`src/rtl/core_pkg.sv`:
```
// Shared types for the ID/EX boundary: ALU opcodes, forward selects and the
// packed control word carried from decode into execute.
package core_pkg;

  localparam int unsigned REG_ZERO = 0;

  typedef enum logic [2:0] {
    ALU_ADD = 3'b000,
    ALU_SUB = 3'b001,
    ALU_AND = 3'b010,
    ALU_OR  = 3'b011,
    ALU_XOR = 3'b100,
    ALU_SLT = 3'b101
  } alu_op_e;

  typedef enum logic [1:0] {
    FWD_REG = 2'd0,
    FWD_MEM = 2'd1,
    FWD_WB  = 2'd2
  } fwd_sel_e;

  typedef struct packed {
    logic    valid;
    logic    reg_write;
    logic    mem_read;
    logic    mem_write;
    logic    branch;
    logic    alu_src;
    alu_op_e alu_control;
  } id_ex_ctrl_t;

endpackage

```
`src/rtl/fwd_unit.sv`:
```
// Bypass select generation for the two EX source operands.
// MEM beats WB; register x0 never forwards.
module fwd_unit
  import core_pkg::*;
#(
  parameter int RA_W = 5
) (
  input  logic [RA_W-1:0] ex_rs1,
  input  logic [RA_W-1:0] ex_rs2,
  input  logic [RA_W-1:0] mem_rd,
  input  logic            mem_reg_write,
  input  logic [RA_W-1:0] wb_rd,
  input  logic            wb_reg_write,
  output fwd_sel_e        fwd_a,
  output fwd_sel_e        fwd_b
);

  function automatic fwd_sel_e pick(input logic [RA_W-1:0] rs);
    fwd_sel_e sel;
    sel = FWD_REG;
    if (mem_reg_write && (mem_rd != RA_W'(REG_ZERO)) && (mem_rd == rs))
      sel = FWD_MEM;
    else if (wb_reg_write && (wb_rd != RA_W'(REG_ZERO)) && (wb_rd == rs))
      sel = FWD_WB;
    return sel;
  endfunction

  always_comb begin
    fwd_a = pick(ex_rs1);
    fwd_b = pick(ex_rs2);
  end

endmodule

```
`src/rtl/ex_operand_stage.sv`:
```
// ID/EX pipeline register with operand forwarding, load-use stall detection
// and flush/stall bubble insertion. Feeds the combinational ALU directly.
module ex_operand_stage
  import core_pkg::*;
#(
  parameter int XLEN = 32,
  parameter int RA_W = 5
) (
  input  logic            clk,
  input  logic            rst_n,
  input  logic            id_valid,
  input  logic [XLEN-1:0] id_pc,
  input  logic [XLEN-1:0] id_rd1,
  input  logic [XLEN-1:0] id_rd2,
  input  logic [XLEN-1:0] id_imm,
  input  logic [RA_W-1:0] id_rs1,
  input  logic [RA_W-1:0] id_rs2,
  input  logic [RA_W-1:0] id_rd,
  input  logic [2:0]      id_alu_control,
  input  logic            id_alu_src,
  input  logic            id_reg_write,
  input  logic            id_mem_read,
  input  logic            id_mem_write,
  input  logic            id_branch,
  input  logic [RA_W-1:0] mem_rd,
  input  logic            mem_reg_write,
  input  logic [XLEN-1:0] mem_result,
  input  logic [RA_W-1:0] wb_rd,
  input  logic            wb_reg_write,
  input  logic [XLEN-1:0] wb_result,
  input  logic            flush_i,
  output logic            stall_o,
  output logic            ex_valid,
  output logic [XLEN-1:0] ex_src_a,
  output logic [XLEN-1:0] ex_src_b,
  output logic [2:0]      ex_alu_control,
  output logic [XLEN-1:0] ex_store_data,
  output logic [XLEN-1:0] ex_pc,
  output logic [XLEN-1:0] ex_imm,
  output logic [RA_W-1:0] ex_rd,
  output logic            ex_reg_write,
  output logic            ex_mem_read,
  output logic            ex_mem_write,
  output logic            ex_branch
);

  id_ex_ctrl_t     ctrl_q;
  logic [XLEN-1:0] pc_q, rd1_q, rd2_q, imm_q;
  logic [RA_W-1:0] rs1_q, rs2_q, rd_q;
  logic            bubble;
  fwd_sel_e        fwd_a, fwd_b;
  logic [XLEN-1:0] fwd_rs1, fwd_rs2;

  // Load-use: the load in EX cannot supply its data until it reaches WB-side bypass.
  assign stall_o = id_valid && ctrl_q.valid && ctrl_q.mem_read &&
                   (rd_q != RA_W'(REG_ZERO)) &&
                   ((rd_q == id_rs1) || (rd_q == id_rs2));

  assign bubble = flush_i || stall_o;

  // NOTE: state uses non-blocking assignments so every register samples the
  // pre-edge values; blocking here would leak new values across the bank.
  always_ff @(posedge clk or negedge rst_n) begin
    if (!rst_n) begin
      ctrl_q <= '0;
      pc_q   <= '0;
      rd1_q  <= '0;
      rd2_q  <= '0;
      imm_q  <= '0;
      rs1_q  <= '0;
      rs2_q  <= '0;
      rd_q   <= '0;
    end else if (bubble) begin
      // Only the control bits are killed; data fields simply hold.
      ctrl_q.valid     <= 1'b0;
      ctrl_q.reg_write <= 1'b0;
      ctrl_q.mem_read  <= 1'b0;
      ctrl_q.mem_write <= 1'b0;
      ctrl_q.branch    <= 1'b0;
    end else begin
      ctrl_q.valid       <= id_valid;
      ctrl_q.reg_write   <= id_reg_write & id_valid;
      ctrl_q.mem_read    <= id_mem_read  & id_valid;
      ctrl_q.mem_write   <= id_mem_write & id_valid;
      ctrl_q.branch      <= id_branch    & id_valid;
      ctrl_q.alu_src     <= id_alu_src;
      ctrl_q.alu_control <= alu_op_e'(id_alu_control);
      pc_q  <= id_pc;
      rd1_q <= id_rd1;
      rd2_q <= id_rd2;
      imm_q <= id_imm;
      rs1_q <= id_rs1;
      rs2_q <= id_rs2;
      rd_q  <= id_rd;
    end
  end

  fwd_unit #(.RA_W(RA_W)) u_fwd (
    .ex_rs1        (rs1_q),
    .ex_rs2        (rs2_q),
    .mem_rd        (mem_rd),
    .mem_reg_write (mem_reg_write),
    .wb_rd         (wb_rd),
    .wb_reg_write  (wb_reg_write),
    .fwd_a         (fwd_a),
    .fwd_b         (fwd_b)
  );

  // NOTE: every output of a combinational block gets a default first so no
  // path through the case statement can infer a latch.
  always_comb begin
    fwd_rs1 = rd1_q;
    fwd_rs2 = rd2_q;
    case (fwd_a)
      FWD_MEM: fwd_rs1 = mem_result;
      FWD_WB:  fwd_rs1 = wb_result;
      default: fwd_rs1 = rd1_q;
    endcase
    case (fwd_b)
      FWD_MEM: fwd_rs2 = mem_result;
      FWD_WB:  fwd_rs2 = wb_result;
      default: fwd_rs2 = rd2_q;
    endcase
  end

  assign ex_src_a       = fwd_rs1;
  assign ex_src_b       = ctrl_q.alu_src ? imm_q : fwd_rs2;
  assign ex_store_data  = fwd_rs2;
  assign ex_alu_control = ctrl_q.alu_control;
  assign ex_pc          = pc_q;
  assign ex_imm         = imm_q;
  assign ex_rd          = rd_q;
  assign ex_valid       = ctrl_q.valid;
  assign ex_reg_write   = ctrl_q.reg_write & ctrl_q.valid;
  assign ex_mem_read    = ctrl_q.mem_read  & ctrl_q.valid;
  assign ex_mem_write   = ctrl_q.mem_write & ctrl_q.valid;
  assign ex_branch      = ctrl_q.branch    & ctrl_q.valid;

endmodule

```
`config.mk`:
```
export PLATFORM = sky130hd
export DESIGN_NAME = ex_operand_stage
export DESIGN_NICKNAME = d
export VERILOG_FILES = /design/src/rtl/core_pkg.sv /design/src/rtl/fwd_unit.sv /design/src/rtl/ex_operand_stage.sv
export SDC_FILE = /design/constraint.sdc
export NUM_CORES = 1
export LEC_CHECK = 0
export ABC_CLOCK_PERIOD_IN_PS = 6200
export BUFFER_PORTS_ARGS = -buffer_cell sky130_fd_sc_hd__clkbuf_2
export CELL_PAD_IN_SITES_DETAIL_PLACEMENT = 1
export CELL_PAD_IN_SITES_GLOBAL_PLACEMENT = 1
export CORE_AREA = 4 4 154 156
export DETAILED_ROUTE_END_ITERATION = 16
export DIE_AREA = 0 0 158 160
export GPL_ROUTABILITY_DRIVEN = 0
export GPL_TIMING_DRIVEN = 0
export PLACE_DENSITY_LB_ADDON = 0.1
export SETUP_SLACK_MARGIN = 0.05
export SYNTH_ARGS = -nofsm -noshare
export SYNTH_HDL_FRONTEND = slang
export SYNTH_HIERARCHICAL = 1
export SYNTH_SLANG_ARGS = --single-unit
```
`constraint.sdc`:
```
create_clock -name clk -period 6.2 [get_ports clk]
set_input_delay 1.24 -clock clk [delete_from_list [all_inputs] [get_ports clk]]
set_output_delay 1.24 -clock clk [all_outputs]
set_load 0.02 [all_outputs]
```
## Word level (Yosys, flattened, before mapping)

Cells that the tools add are included.

| operators by class | value |
|---|---|
| equality and inequality tests | 10 |
| mux-type cells | 8 |
| bitwise operators | 8 |
| reduce and logical (&&, ||, !) cells | 15 |

Operators by type and width:

| cell | count |
|---|---|
| 32-bit one-hot mux with 2 select lines | 2 |
| 32-bit 2-to-1 mux | 1 |
| 5-bit == test | 6 |
| 5-bit nonzero test | 3 |
| 1-bit logical AND | 10 |
| 1-bit bitwise AND | 8 |
| 2-bit 2-to-1 mux | 4 |
| 5-bit 2-to-1 mux | 1 |
| 2-bit by 1-bit == test with 1-bit output (second input constant) | 2 |
| 2-bit == test (second input constant) | 2 |
| 1-bit logical OR | 2 |

| storage, ports and cells | value |
|---|---|
| bits in registers | 152 |
| input bits | 231 |
| logic and storage cells | 55 |

## Longest topological paths before layout

| depth | value |
|---|---|
| word-level depth | 8 |
| mapped depth | 10 |
| gate-level depth less buffers | 9 |

## Cells and area by module

Netlist, hierarchy kept.

Modules (own cells, without submodules):

| module | times used | cells each | area an instance (um^2) |
|---|---|---|---|
| ex_operand_stage | 1 | 609 | 7398.3 |
| fwd_unit | 1 | 34 | 257.7 |

## Least setup slack after synthesis

Ideal clock, no wire load.

| path | value |
|---|---|
| kind | input to output |
| from | input port mem_rd[0] |
| to | output port ex_src_b[1] |
| arrival | 3.889 ns |
| slack | 1.071 ns |
| stages on the path | 9 |
| path through | or4_1 -> o21ai_2 -> nor4_1 -> nor4_1 -> ha_1 -> clkbuf_1 -> a22oi_1 -> o21ai_0 -> mux2_2 |

| on the way | value |
|---|---|
| word-level cells in the longest chain between the ends | 7 |

Ends and longest elaborated chain:

| element | RTL line | RTL |
|---|---|---|
| from (decl) | ex_operand_stage.sv:25 | `input logic [RA_W-1:0] mem_rd,` |
| 5-bit nonzero test | fwd_unit.sv:21 | `if (mem_reg_write && (mem_rd != RA_W'(REG_ZERO)) && (mem_rd == rs))` |
| 1-bit logical AND | fwd_unit.sv:21 |  |
| 1-bit logical AND * | fwd_unit.sv:21 |  |
| 2-bit 2-to-1 mux * | fwd_unit.sv:21 |  |
| via fwd_b[0] | ex_operand_stage.sv:51 | `fwd_sel_e fwd_a, fwd_b;` |
| 2-bit == test / 2-bit by 1-bit == test with 1-bit output (equally long branches) | ex_operand_stage.sv:119 | `case (fwd_b)` |
| 32-bit one-hot mux with 2 select lines * | ex_operand_stage.sv:119 |  |
| via ex_store_data[1] | ex_operand_stage.sv:37 | `output logic [XLEN-1:0] ex_store_data,` |
| 32-bit 2-to-1 mux * | ex_operand_stage.sv:127 | `assign ex_src_b = ctrl_q.alu_src ? imm_q : fwd_rs2;` |
| to (decl) | ex_operand_stage.sv:35 | `output logic [XLEN-1:0] ex_src_b,` |

The timed path passes the listed nets; every way through them passes the cells marked *.

## Worst setup path in the final report

| path | value |
|---|---|
| from | input port mem_rd[0] |
| to | output port ex_src_b[29] |

| on the way | value |
|---|---|
| word-level cells in the longest chain between the ends | 7 |

Ends and longest elaborated chain:

| element | RTL line |
|---|---|
| 5-bit nonzero test | fwd_unit.sv:21 |
| 1-bit logical AND | fwd_unit.sv:21 |
| 1-bit logical AND * | fwd_unit.sv:21 |
| 2-bit 2-to-1 mux * | fwd_unit.sv:21 |
| via fwd_b[0] | ex_operand_stage.sv:51 |
| 2-bit == test / 2-bit by 1-bit == test with 1-bit output (equally long branches) | ex_operand_stage.sv:119 |
| 32-bit one-hot mux with 2 select lines * | ex_operand_stage.sv:119 |
| 32-bit 2-to-1 mux * | ex_operand_stage.sv:127 |

Marked as above.

==> results.py <==
metrics = {
    "job": {
        "timing.max_cap.violations": 0,
    },
    "yosys": {
        "synth_area_leaders": "dfrtp_1, mux2_1, a22oi_1",
        "synth.yosys.warnings": 6,
        "yosys_register_bits": 152,
        "combined_area_of_all_synthesized_cells_mm2": 0.007656,
        "synth_largest_area_cell": "dfrtp_1",
        "syn_inst": 643,
        "synth_top_flop_cell": "dfrtp_1",
        "share_of_flip_flops_with_an_asynchronous_set_or_reset": 1.000,
        "portion_of_the_post_synthesis_area_used_by_sequential_elements": 0.4968,
        "count_of_flip_flops_with_a_built_in_enable_after_synthesis": 0,
        "postSynthAreaPerCell_um2": 11.91,
        "synth_top_area_frac": 0.4968,
        "synth_cell_type_count": 26,
        "synth.net_count": 878,
    },
    "clock_tree": {
        "cts_resized": 0,
        "clk_path_buf_depth": 2,
        "cts.clk_slew.worst_paths_ps": 60,
        "htreeDepth": 4,
        "cts.repair_timing.setup_buffer_count": 0,
        "cts-buffers-inserted": 17,
        "tritoncts_num_sinks": 152,
        "tritoncts": "done",
        "cts-hold-fix-buffers": 0,
        "clockRootBuffer": "clkbuf_16",
        "clk-insertion-delay-late_ps": 420,
    },
    "critical_path": {
        "endpoint_kind": "primary output",
        "critPathRequiredTime_ps": 4960,
        "cpMaxStageDelayCell": "or4_1",
        "critPathMaxFanout": 10,
        "cp_top_family": "simple AND/OR/NAND/NOR gates",
        "arrival_ps": 4430,
        "number_of_buffers_and_inverters_on_the_critical_path": 3,
        "cpPeakStageDelay_ps": 540,
        "crit_path_cell_trace": "clkbuf_2, or4_1, o21ai_2, nor4_1, nor4_1, ha_1, clkbuf_1, a22oi_1, o21ai_0, mux2_2, clkbuf_2",
        "worst_setup_path_start_kind": "input pin",
        "start_to_end_type_of_the_worst_setup_path": "input pin to primary output",
    },
    "global_route": {
        "grt_start_max_net_pins": 100,
        "grt-ovfl-total": 0,
        "first_global_vias": 7386,
        "grt_antenna_before_repair": 6,
        "track_usage": 0.2220,
        "grt_first_pass_wirelength_um": 42960,
    },
    "pwr": {
        "ir_drop_uv": 165.1,
        "internal_power_w": 0.001952,
        "power.density_cell_area_mw_per_mm2": 273.3,
        "power_switching_w": 0.0009612,
        "swShare": 0.3299,
        "power_frac_clock": 0.356,
        "power.sequential.fraction": 0.395,
        "comb_power_share": 0.249,
        "p_leak_nw": 5.129,
        "power_w": 0.002913,
    },
    "sta": {
        "rsz_0062_raised_after_global_routing": "no",
        "fin_crit_sh": 0.9147,
        "maxSlewHeadroom": 0.4387,
        "tightestPinTransition_ps": 841.9,
        "finalHoldViolations": 0,
        "post_route_clock_skew_ps": 13.40,
        "setup_viol": 0,
        "final_critical_path_setup_slack_ps": 528.6,
        "setup-tns-final_ps": 0,
        "fmax_mhz": 176.3,
        "timing_max_transition_violations_final": 0,
        "final_period_minus_worst_setup_slack_ps": 5671,
    },
    "detailed_routing": {
        "post_drt_wl_per_cell_um": 20.88,
        "drt.antenna.violating_nets": 0,
        "via_per_inst": 4.964,
        "drt_drc_violations_left": 0,
        "drt-initial-drc-count": 204,
        "dr_total_vias": 6796,
        "routed_wl_um": 28580,
        "dr.pass1.iters": 4,
    },
    "placement": {
        "placed_wire_length_estimate_um": 23440,
        "placement.cell_area_mm2": 0.01007,
        "placement.io_buffers": 404,
        "worst_case_setup_slack_after_placement_ps": 426.4,
        "place_inst": 1333,
    },
    "hold_path": {
        "hold_crit_class": "register to register",
    },
    "layout": {
        "multi_input_combinational_cell_area_mm2": 0.003570,
        "sequential_cell_area_mm2": 0.003804,
        "post_route_cells_drive_above_1_share": 0.4630,
        "layoutNonFillerInstCount": 1369,
        "design.final.nets": 1302,
        "final_instance_area_mm2": 0.01066,
        "flow.area_growth_from_synthesis_pct": 39.24,
        "nFillCells": 2623,
    },
    "floorplanning": {
        "initial_utilization": 0.3423,
        "chipHeight_um": 160,
        "core_area_mm2": 0.02237,
        "rows": 55,
        "dieArea_mm2": 0.02528,
        "floorplan.io_pins": 405,
        "die_width_um": 158,
    },
    "status": {
        "status": "finished clean",
    },
}
## kinds of logic after synthesis
| logic type | share of synthesized area |
|---|---|
| AOI/OAI and AO/OA | 0.1097 |
| xor gates and xnor gates | 0.03432 |
| adders and majority gates | 0.006537 |
| buffers and inverters | 0.03693 |
| DFF | 0.4968 |
| muxes | 0.2633 |
| and+or+nand+nor | 0.05246 |
## worst paths after layout
check	start	end	slack, ps	depth (start not counted)
min reg2reg	rd1_q[11]$_DFFE_PN0N_	rd1_q[11]$_DFFE_PN0N_	490	1
max in group asynchronous	rst_n	rs1_q[2]$_DFFE_PN0N_	4530	2
min in group asynchronous	rst_n	ex_imm[15]$_DFFE_PN0N_	770	1
max	mem_rd[0]	ex_src_b[29]	530	11
max reg2reg	ex_rd[2]$_DFFE_PN0N_	rd1_q[15]$_DFFE_PN0N_	3770	6
min	rd1_q[11]$_DFFE_PN0N_	rd1_q[11]$_DFFE_PN0N_	490	1
## layout by cell type, fill, tap and decap left out, types with 6 or more instances in the layout
cell         n
clkbuf_1    30
mux2_1     137
clkbuf_16   17
a22oi_1     64
xnor2_1     26
nand2_1     68
dfrtp_1    152
inv_6        6
mux2_2      42
o21ai_0     64
clkbuf_2   403
buf_4       14
and2_1       9
## routing by layer
metal | global-route usage | wire [um] | share of wire
met5 | 0 | 22 | 0.00077
met4 | 0.06243 | 526 | 0.018
met3 | 0.08753 | 2853 | 0.10
met2 | 0.3911 | 14350 | 0.50
met1 | 0.2472 | 10830 | 0.38
## worst register-to-register path: cells and delay by family, from the launching register on
family	cells	cell delay (ps)
and+or+nand+nor	1	540
AOI/OAI and AO/OA	2	520
DFF	1	470
buffers and inverters	2	460
muxes	1	340
## per-stage QoR
| step | util | hold WS (ps) |
|---|---|---|
| 4_1_cts | 0.4762 | 490.4 |
| 3_5_place_dp | 0.4503 | 475.0 |
| 2_1_floorplan | - | 458.0 |
| 5_1_grt | 0.4766 | 502.6 |
| 3_3_place_gp | 0.4487 | 467.6 |
| 6_report | 0.4766 | 486.3 |
## registers in the layout, indices dropped and copies added (netlist names), 3 cells and up
name            cells
ctrl_q              5
ex_alu_control      3
ex_imm             32
ex_pc              32
ex_rd               5
rd1_q              32
rd2_q              32
rs1_q               5
rs2_q               5
## cells in the mapped netlist (2+ instances only)
cell type,instances
dfrtp_1,152
mux2_1,137
nand2_1,68
a22oi_1,64
o21ai_0,64
mux2_2,42
clkbuf_1,30
xnor2_1,26
buf_4,14
and2_1,9
buf_6,4
ha_1,4
inv_1,4
nand3_1,4
nor4_1,4
xor2_1,4
or4_1,3
nand4_1,2
## cell type report
type                       instances  area share
sequential                       152      0.3568
multi-input combinational        438      0.3349
timing repair buffer             405      0.1931
clock buffer                      17     0.03991
tap                              285     0.03345
buffer                            49     0.02512
clock inverter                    15     0.01444
inverter                           4    0.001408
antenna                            4   0.0009390
## power groups by stage
stage	Sequential (W)	Clock (W)	Combinational [W]
finish	0.00115	0.00104	0.000725
global route	0.00117	0.00111	0.000792
CTS	0.00115	0.00107	0.000740
detailed placement	0.00117	0	0.000738
global placement	0.00117	0	0.000727
floorplan	0.00121	0	0.000362
Power figures use the tool's default switching activity.
